--- src/rtl/pc_ctrl.sv ---
// pc_ctrl: fetch-stage sequencer for the next-PC mux.
// Drives the mux selects, PC load enable, flush, stack push and vector-memory
// read strobe for the reset-vector fetch, interrupt entry, RET/RTI return and
// branch redirect sequences. Every output is a flop: the value shown in a
// cycle is the action the FSM took at the preceding rising edge.
module pc_ctrl #(
  parameter int unsigned VEC_LAT     = 1,   // vec_rd to valid vector data, 1..7
  parameter int unsigned RET_TIMEOUT = 15   // max cycles in RET_WAIT, 1..255
) (
  input  logic       clk,
  input  logic       rst_n,
  input  logic       stall,
  input  logic       branch_taken,
  input  logic       ret_req,
  input  logic       is_rti,
  input  logic       stack_valid,
  input  logic       int_req,
  output logic       pc_src,
  output logic [1:0] pc_in_sel,
  output logic       pc_we,
  output logic       flush,
  output logic       push_pc,
  output logic       vec_rd,
  output logic       vec_sel,
  output logic       int_ack,
  output logic       ret_err
);

  // Mux select encodings for pc_in_sel.
  localparam logic [1:0] SEL_INT    = 2'b00;
  localparam logic [1:0] SEL_STACK  = 2'b01;
  localparam logic [1:0] SEL_BRANCH = 2'b10;
  localparam logic [1:0] SEL_RESET  = 2'b11;

  // Last counter value before leaving a vector-read or return-wait state.
  localparam logic [7:0] VEC_LAST = 8'(VEC_LAT - 1);
  localparam logic [7:0] RET_LAST = 8'(RET_TIMEOUT - 1);

  typedef enum logic [2:0] {
    ST_RST_VEC  = 3'd0,
    ST_RST_LOAD = 3'd1,
    ST_RUN      = 3'd2,
    ST_INT_PUSH = 3'd3,
    ST_INT_VEC  = 3'd4,
    ST_INT_LOAD = 3'd5,
    ST_RET_WAIT = 3'd6
  } state_e;

  state_e     state_q;
  logic [7:0] cnt_q;      // vector-latency / return-wait counter, cleared on entry
  logic       in_isr_q;   // inside an interrupt handler; blocks nesting
  logic       rti_q;      // the pending return was an RTI

  logic       pc_src_q;
  logic [1:0] pc_in_sel_q;
  logic       pc_we_q;
  logic       flush_q;
  logic       push_pc_q;
  logic       vec_rd_q;
  logic       vec_sel_q;
  logic       int_ack_q;
  logic       ret_err_q;

  // Sequencer: next state, counters, handler flag and registered outputs.
  always_ff @(posedge clk or negedge rst_n) begin
    if (!rst_n) begin
      state_q     <= ST_RST_VEC;
      cnt_q       <= 8'd0;
      in_isr_q    <= 1'b0;
      rti_q       <= 1'b0;
      pc_src_q    <= 1'b0;
      pc_in_sel_q <= 2'b00;
      pc_we_q     <= 1'b0;
      flush_q     <= 1'b0;
      push_pc_q   <= 1'b0;
      vec_rd_q    <= 1'b0;
      vec_sel_q   <= 1'b0;
      int_ack_q   <= 1'b0;
      ret_err_q   <= 1'b0;
    end else begin
      // Outputs not driven by the current action fall back to 0.
      pc_src_q    <= 1'b0;
      pc_in_sel_q <= 2'b00;
      pc_we_q     <= 1'b0;
      flush_q     <= 1'b0;
      push_pc_q   <= 1'b0;
      vec_rd_q    <= 1'b0;
      vec_sel_q   <= 1'b0;
      int_ack_q   <= 1'b0;
      ret_err_q   <= 1'b0;

      case (state_q)
        ST_RST_VEC: begin
          vec_rd_q <= 1'b1;
          flush_q  <= 1'b1;
          if (cnt_q >= VEC_LAST) begin
            cnt_q   <= 8'd0;
            state_q <= ST_RST_LOAD;
          end else begin
            cnt_q <= cnt_q + 8'd1;
          end
        end

        ST_RST_LOAD: begin
          pc_src_q    <= 1'b1;
          pc_in_sel_q <= SEL_RESET;
          pc_we_q     <= 1'b1;
          flush_q     <= 1'b1;
          state_q     <= ST_RUN;
        end

        ST_RUN: begin
          if (branch_taken) begin
            // A resolved branch wins over stall, return and interrupt.
            pc_src_q    <= 1'b1;
            pc_in_sel_q <= SEL_BRANCH;
            pc_we_q     <= 1'b1;
            flush_q     <= 1'b1;
          end else if (ret_req) begin
            flush_q <= 1'b1;
            rti_q   <= is_rti;
            cnt_q   <= 8'd0;
            state_q <= ST_RET_WAIT;
          end else if (int_req && !in_isr_q && !stall) begin
            // PC holds this cycle so the pushed PC is the next unexecuted one.
            cnt_q   <= 8'd0;
            state_q <= ST_INT_PUSH;
          end else if (stall) begin
            pc_we_q <= 1'b0;
          end else begin
            pc_we_q <= 1'b1;
          end
        end

        ST_INT_PUSH: begin
          push_pc_q <= 1'b1;
          flush_q   <= 1'b1;
          cnt_q     <= 8'd0;
          state_q   <= ST_INT_VEC;
        end

        ST_INT_VEC: begin
          vec_rd_q  <= 1'b1;
          vec_sel_q <= 1'b1;
          flush_q   <= 1'b1;
          if (cnt_q >= VEC_LAST) begin
            cnt_q   <= 8'd0;
            state_q <= ST_INT_LOAD;
          end else begin
            cnt_q <= cnt_q + 8'd1;
          end
        end

        ST_INT_LOAD: begin
          pc_src_q    <= 1'b1;
          pc_in_sel_q <= SEL_INT;
          pc_we_q     <= 1'b1;
          flush_q     <= 1'b1;
          int_ack_q   <= 1'b1;
          in_isr_q    <= 1'b1;
          state_q     <= ST_RUN;
        end

        ST_RET_WAIT: begin
          flush_q <= 1'b1;
          if (stack_valid) begin
            pc_src_q    <= 1'b1;
            pc_in_sel_q <= SEL_STACK;
            pc_we_q     <= 1'b1;
            if (rti_q) begin
              in_isr_q <= 1'b0;
            end else begin
              in_isr_q <= in_isr_q;
            end
            cnt_q   <= 8'd0;
            state_q <= ST_RUN;
          end else if (cnt_q >= RET_LAST) begin
            // Give up on the return; PC is left untouched.
            ret_err_q <= 1'b1;
            cnt_q     <= 8'd0;
            state_q   <= ST_RUN;
          end else begin
            cnt_q <= cnt_q + 8'd1;
          end
        end

        default: begin
          cnt_q   <= 8'd0;
          state_q <= ST_RST_VEC;
        end
      endcase
    end
  end

  assign pc_src    = pc_src_q;
  assign pc_in_sel = pc_in_sel_q;
  assign pc_we     = pc_we_q;
  assign flush     = flush_q;
  assign push_pc   = push_pc_q;
  assign vec_rd    = vec_rd_q;
  assign vec_sel   = vec_sel_q;
  assign int_ack   = int_ack_q;
  assign ret_err   = ret_err_q;

endmodule

--- config.mk ---
export PLATFORM = sky130hd
export DESIGN_NAME = pc_ctrl
export DESIGN_NICKNAME = d
export VERILOG_FILES = /design/src/rtl/pc_ctrl.sv
export SDC_FILE = /design/constraint.sdc
export NUM_CORES = 1
export LEC_CHECK = 0
export CORE_ASPECT_RATIO = 0.9
export CORE_MARGIN = 2
export CORE_UTILIZATION = 53
export CTS_BUF_LIST = sky130_fd_sc_hd__clkbuf_4 sky130_fd_sc_hd__clkbuf_8
export DETAILED_ROUTE_END_ITERATION = 10
export HOLD_SLACK_MARGIN = 0.1
export PLACE_DENSITY = 0.84
export SLEW_MARGIN = 20
export SYNTH_ARGS = -nofsm -noshare
export SYNTH_HDL_FRONTEND = slang
export SYNTH_SLANG_ARGS = --single-unit
--- constraint.sdc ---
create_clock -name clk -period 2.3 [get_ports clk]
set_input_delay 0.46 -clock clk [delete_from_list [all_inputs] [get_ports clk]]
set_output_delay 0.46 -clock clk [all_outputs]
set_load 0.005 [all_outputs]
# == After elaboration in Yosys (flattened, before gate mapping) ==
# Cells that the tools add are included.
# word_totals
reg_bits,23
inputBits,8
word_cells,83
# op_classes
n_addsub,1
magnitude_cmp,2
n_eq_ne,13
muxes,39
n_bitwise,2
reduce_logical,13
# op_table
op,n
8-bit two-way mux,6
8-bit case mux with 4 select lines,1
3-bit two-way mux,7
1-bit two-way mux,18
3-bit case mux with 6 select lines,1
"2-bit != test, second input constant",5
"3-bit equality test, second input constant",3
3-bit AND reduction,3
"8-bit by 1-bit adder with 8-bit output, second input constant",1
"8-bit by 1-bit >= comparator with 1-bit output, second input constant",1
"8-bit by 4-bit >= comparator with 1-bit output, second input constant",1
"3-bit by 2-bit equality test with 1-bit output, second input constant",2
"3-bit != test, second input constant",2
1-bit case mux with 3 select lines,2
2-bit case mux with 3 select lines,1
6-bit OR reduction,1
5-bit AND reduction,1
1-bit case mux with 2 select lines,2
2-bit OR reduction,2
"3-bit by 1-bit equality test with 1-bit output, second input constant",1
3-bit logical NOT,1
1-bit logical AND,2
1-bit logical NOT,2
2-bit two-way mux,1
2 further kinds,3

# == Longest topological paths before layout ==
# depth
ltp_word,7
mapped_depth,6

# == Worst setup path after synthesis ==
# OpenSTA, ideal clock, no wires.
# synth_timing
kind,input-to-reg
from,input port ret_req
to,register cnt_q[4]
setup_time_ns,0.121
arrival_time_ns,1.516
t_required_ns,2.179
slack_ns,0.663
cell_stages,5
path_buffers,1
path_cell_list,or4b_1 o211a_1 buf_2 a41oi_1 nor2_1
# synth_via
elab_chain_cells,3
elab_cells_between_ends,5
classes_between,1 x eq/ne; 3 x mux; 1 x reduce/logical
# synth_rtl
item,line_no,rtl
from (decl),14,"input logic ret_req,"
8-bit two-way mux,119,end else if (ret_req) begin
8-bit two-way mux,113,if (branch_taken) begin
8-bit case mux with 4 select lines,92,case (state_q)
to (signal assigned),100,cnt_q <= cnt_q + 8'd1;
to (signal assigned),150,cnt_q <= cnt_q + 8'd1;
to (signal assigned),183,cnt_q <= cnt_q + 8'd1;
to (decl),50,logic [7:0] cnt_q;
# Several ways; a longest one is shown, not always the timed one. The select of a mux whose other input is x is not followed.
# A chain may end at the register's enable or synchronous reset.

# == Worst setup path in the final report ==
# layout_timing
from,register state_q[0]
to,register cnt_q[3]
# layout_via
elab_chain_cells,4
elab_cells_between_ends,13
classes_between,7 x eq/ne; 1 x mux; 1 x bitwise; 4 x reduce/logical
# layout_rtl
item,line_no,rtl
from (decl),49,state_e state_q;
from (signal assigned),67,state_q <= ST_RST_VEC;
from (signal assigned),98,state_q <= ST_RST_LOAD;
from (signal assigned),109,state_q <= ST_RUN;
branches (longest 4 deep; another with 8-bit case mux with 4 select lines),--,
# Several ways; the timed one is not identified.

==> metrics.md <==
| Metric | Value |
|---|---|
| Seq/Total Area, Yosys | 55.6% |
| Status | finished clean |
| Post-CTS sizing | 0 |
| Commonest non-fill, non-tap cell in the layout | dfrtp_1 |
| Root buffer cell | clkbuf_4 |
| Post-route clock period utilization | 81.4% |
| Detailed placement HPWL | 1450 microns |
| Most frequent cells in the layout | dfrtp_1, clkdlybuf4s50_1, nor2_1 |
| Die area | 0.00232 sq mm |
| Reg2Reg Depth | 4 |
| Area occupied by registers | 576 sq um |
| Skew final | between 0.008 and 0.009 ns |
| Htree depth | 1 |
| Power Density | 1010 mW/mm^2 |
| Crit path kind | reg2reg |
| Max-slew violations | 0 |
| Syn Nets | 107 |
| Fmax | 534 MHz |
| CTS sink count | 23 |
| Initial antenna violation count | 0 |
| Worst EP required | approximately 2.5 ns |
| Crit path DAT | 2.08 ns |
| First-pass GRT wire length | about 3300 microns |
| Filler Cells Inserted | 149 |
| CTS tree | yes |
| Crit path max fanout | 14 |
| Row cnt | 15 |
| Clk_lat worst skew | 0.31 ns |
| Reg2reg setup slack | around 0.43 ns |
| Largest delay share family, worst path | simple AND/OR/NAND/NOR gates |
| Worst-Margin Slew | between 0.3 and 0.4 ns |
| Number of synthesized register bits | 23 |
| Via count | 796 |
| Yosys warns | 0 |
| Design Area, Final | between 0.001 and 0.0015 sq mm |
| Hold Crit Class | in2async |
| Die width | a little over 50 microns |
| Post-CTS Hold Buffers | 0 |
| WP buf/inv | 0 |
| CTS buffer count | 3 |
| FF-to-FF Start | state_q[0]$_DFFE_PN0P_ |
| GPL Wtd Cong | 0.849 |
| Setup slack after layout | 0.428 ns |
| Finished Core Util | about two thirds |
| Crit-path cells | or4b_1, o211a_1, a41oi_1, nor2_1 |
| Total Negative Setup Slacks | 0 ns |
| Clk pin slew, worst setup/hold paths | 0.12 ns |
| Area grow syn2layout | 23.6% |
| Setup bufs post-CTS | 0 |
| TritonRoute pass-1 iters | 4 |
| Antenna Diode Count | 0 |
| Die Height | 45.9 microns |
| Vias in the first global route | ~750 |
| Synthesized area | about 0.0010 sq mm |
| Avg Inst Size Synth | 10.7 sq um |
| Worst path slowest cell | or4b_1 |
| RSZ-0062 raised after global routing | no |
| Delay of the slowest cell on the worst path | 0.57 ns |
| Max-cap violations | 0 |
| Ports | 18 |
| Multi-input gate area | 419 sq um |
| Clock Path Buffers | 2 |
| Pre-CTS setup slack | 0.166 ns |
| VDD IR max | roughly 0.65 mV |
| Initial detailed-routing violation count | 31 |
| Vias/cell | 5.57 |
| Layout cells sized above 1 | 12.7% |
| Wire per inst | 13.6 microns |
| Worst reg2reg endpoint | cnt_q[3]$_DFFE_PN0P_ |
| Initial core utilization | a little under three fifths |
| Pin count of the biggest net entering global routing | 24 |
| CP Launch Type | flop |
| Final total power | 1300 uW |
| Fin crit period | between 1.5 and 2 ns |
| Library cells used by synthesis | 34 |
| Synth area leaders | dfrtp_1, nor2_1, a41oi_1, a21oi_1, ha_1 |
| Overall routing resource usage | 19.6% |
| Gate Count Post-Synth | just under 100 |
| CP endpoint kind | flop |
| Placed Area | 0.00125 sq mm |
| Port Buf Inserts | 17 |
| Grt ovf | 0 |
| DRC errors left | 0 |
| Final setup vio count | 0 |
| Top cell type's share of synthesized area | 55.6% |
| Cell taking the most area after synthesis | dfrtp_1 |
| Core Box Area | about 0.0019 sq mm |
| Final ANT Viol Nets | 0 |
| Hold Vio Cnt, Final | 0 |
| Max-slew headroom | 75.0% |
| NumNets Final | around 130 |
| Leakage Power | 0.000586 uW |
| Final wirelength | between 1500 and 2000 microns |
[worst reg2reg max path: stages, from the launching register on]
cell	delay, ns
dfrtp_1	0.53
or4b_1	0.57
o211a_1	0.35
a41oi_1	0.26
nor2_1	0.06
[per-layer routing]
layer  routed length (microns)  vias to the layer above  track usage (%)
met4                        36                        0             8.11
met2                       976                       29             35.3
met1                       835                      375             23.4
met3                        96                        5             3.95
li1                          -                      387                -
met5                         0                        -                0
[kinds of logic after synthesis]
group                    Yosys count  synth area share, %
AND/OR/NAND/NOR                   39                 21.2
flip-flops                        23                 55.6
AO/OA/AOI/OAI                     21                 14.9
buffers and inverters             10                 3.87
multiplexers                       2                 2.06
adder cells (fa/ha/maj)            2                 2.42
[worst max path at each step]
stage / slack (ns) / cells after the start / end / start
after floorplan: 0.66 / 5 / cnt_q[4]$_DFFE_PN0P_ / ret_req
after global placement: 0.21 / 5 / cnt_q[4]$_DFFE_PN0P_ / ret_req
after detailed placement: 0.17 / 5 / cnt_q[5]$_DFFE_PN0P_ / ret_req
after CTS: 0.45 / 4 / cnt_q[5]$_DFFE_PN0P_ / state_q[0]$_DFFE_PN0P_
after global routing: 0.33 / 4 / cnt_q[6]$_DFFE_PN0P_ / state_q[0]$_DFFE_PN0P_
final: 0.43 / 4 / cnt_q[3]$_DFFE_PN0P_ / state_q[0]$_DFFE_PN0P_
[flip-flops by register name (all words and copies together) (netlist names)]
signal and cells:
flush 1, state_q 3, push_pc 1, pc_in_sel 2
rti_q 1, pc_src 1, vec_sel 1, int_ack 1
cnt_q 8, vec_rd 1, in_isr_q 1, ret_err 1
pc_we 1
[report_power, final]
part | switching (uW) | leakage, uW | internal (uW) | total [uW]
logic | 239 | 0.000266 | 255 | 495
clock network | 115 | 0.0000184 | 79.6 | 195
registers | 96.1 | 0.000302 | 512 | 608
[synth_stat cells, drive strengths merged]
library cell	count
nor2	14
a21oi	5
a31oi	1
ha	2
and3	2
nor3	2
o211a	2
nand2b	4
clkbuf	2
nor4	1
a41oi	4
a31o	1
nor3b	1
nand2	6
dfrtp	23
o211ai	1
o311ai	1
mux2i	1
or4b	1
o21a	2
buf	2
mux2	1
or4bb	1
or4	1
o21ai	2
and2	2
or3	1
nand4bb	1
nand4	1
o22ai	2
inv	6
nand3	1
[cell type report]
type	instances	share of cell area [%]
inverters	6	1.76
multi-input cells	64	32.8
clock buffers	4	2.35
well taps	25	2.45
flip-flops and latches	23	45.0
repair buffers	21	15.7
[stage by stage]
step | instances | hold slack, ns
floorplan | 97 | 0.164
global placement | 139 | 0.495
detailed placement | 139 | 0.508
CTS | 143 | 0.498
global route | 143 | 0.522
finish | 143 | 0.482
(Power assumes the default switching activity.)
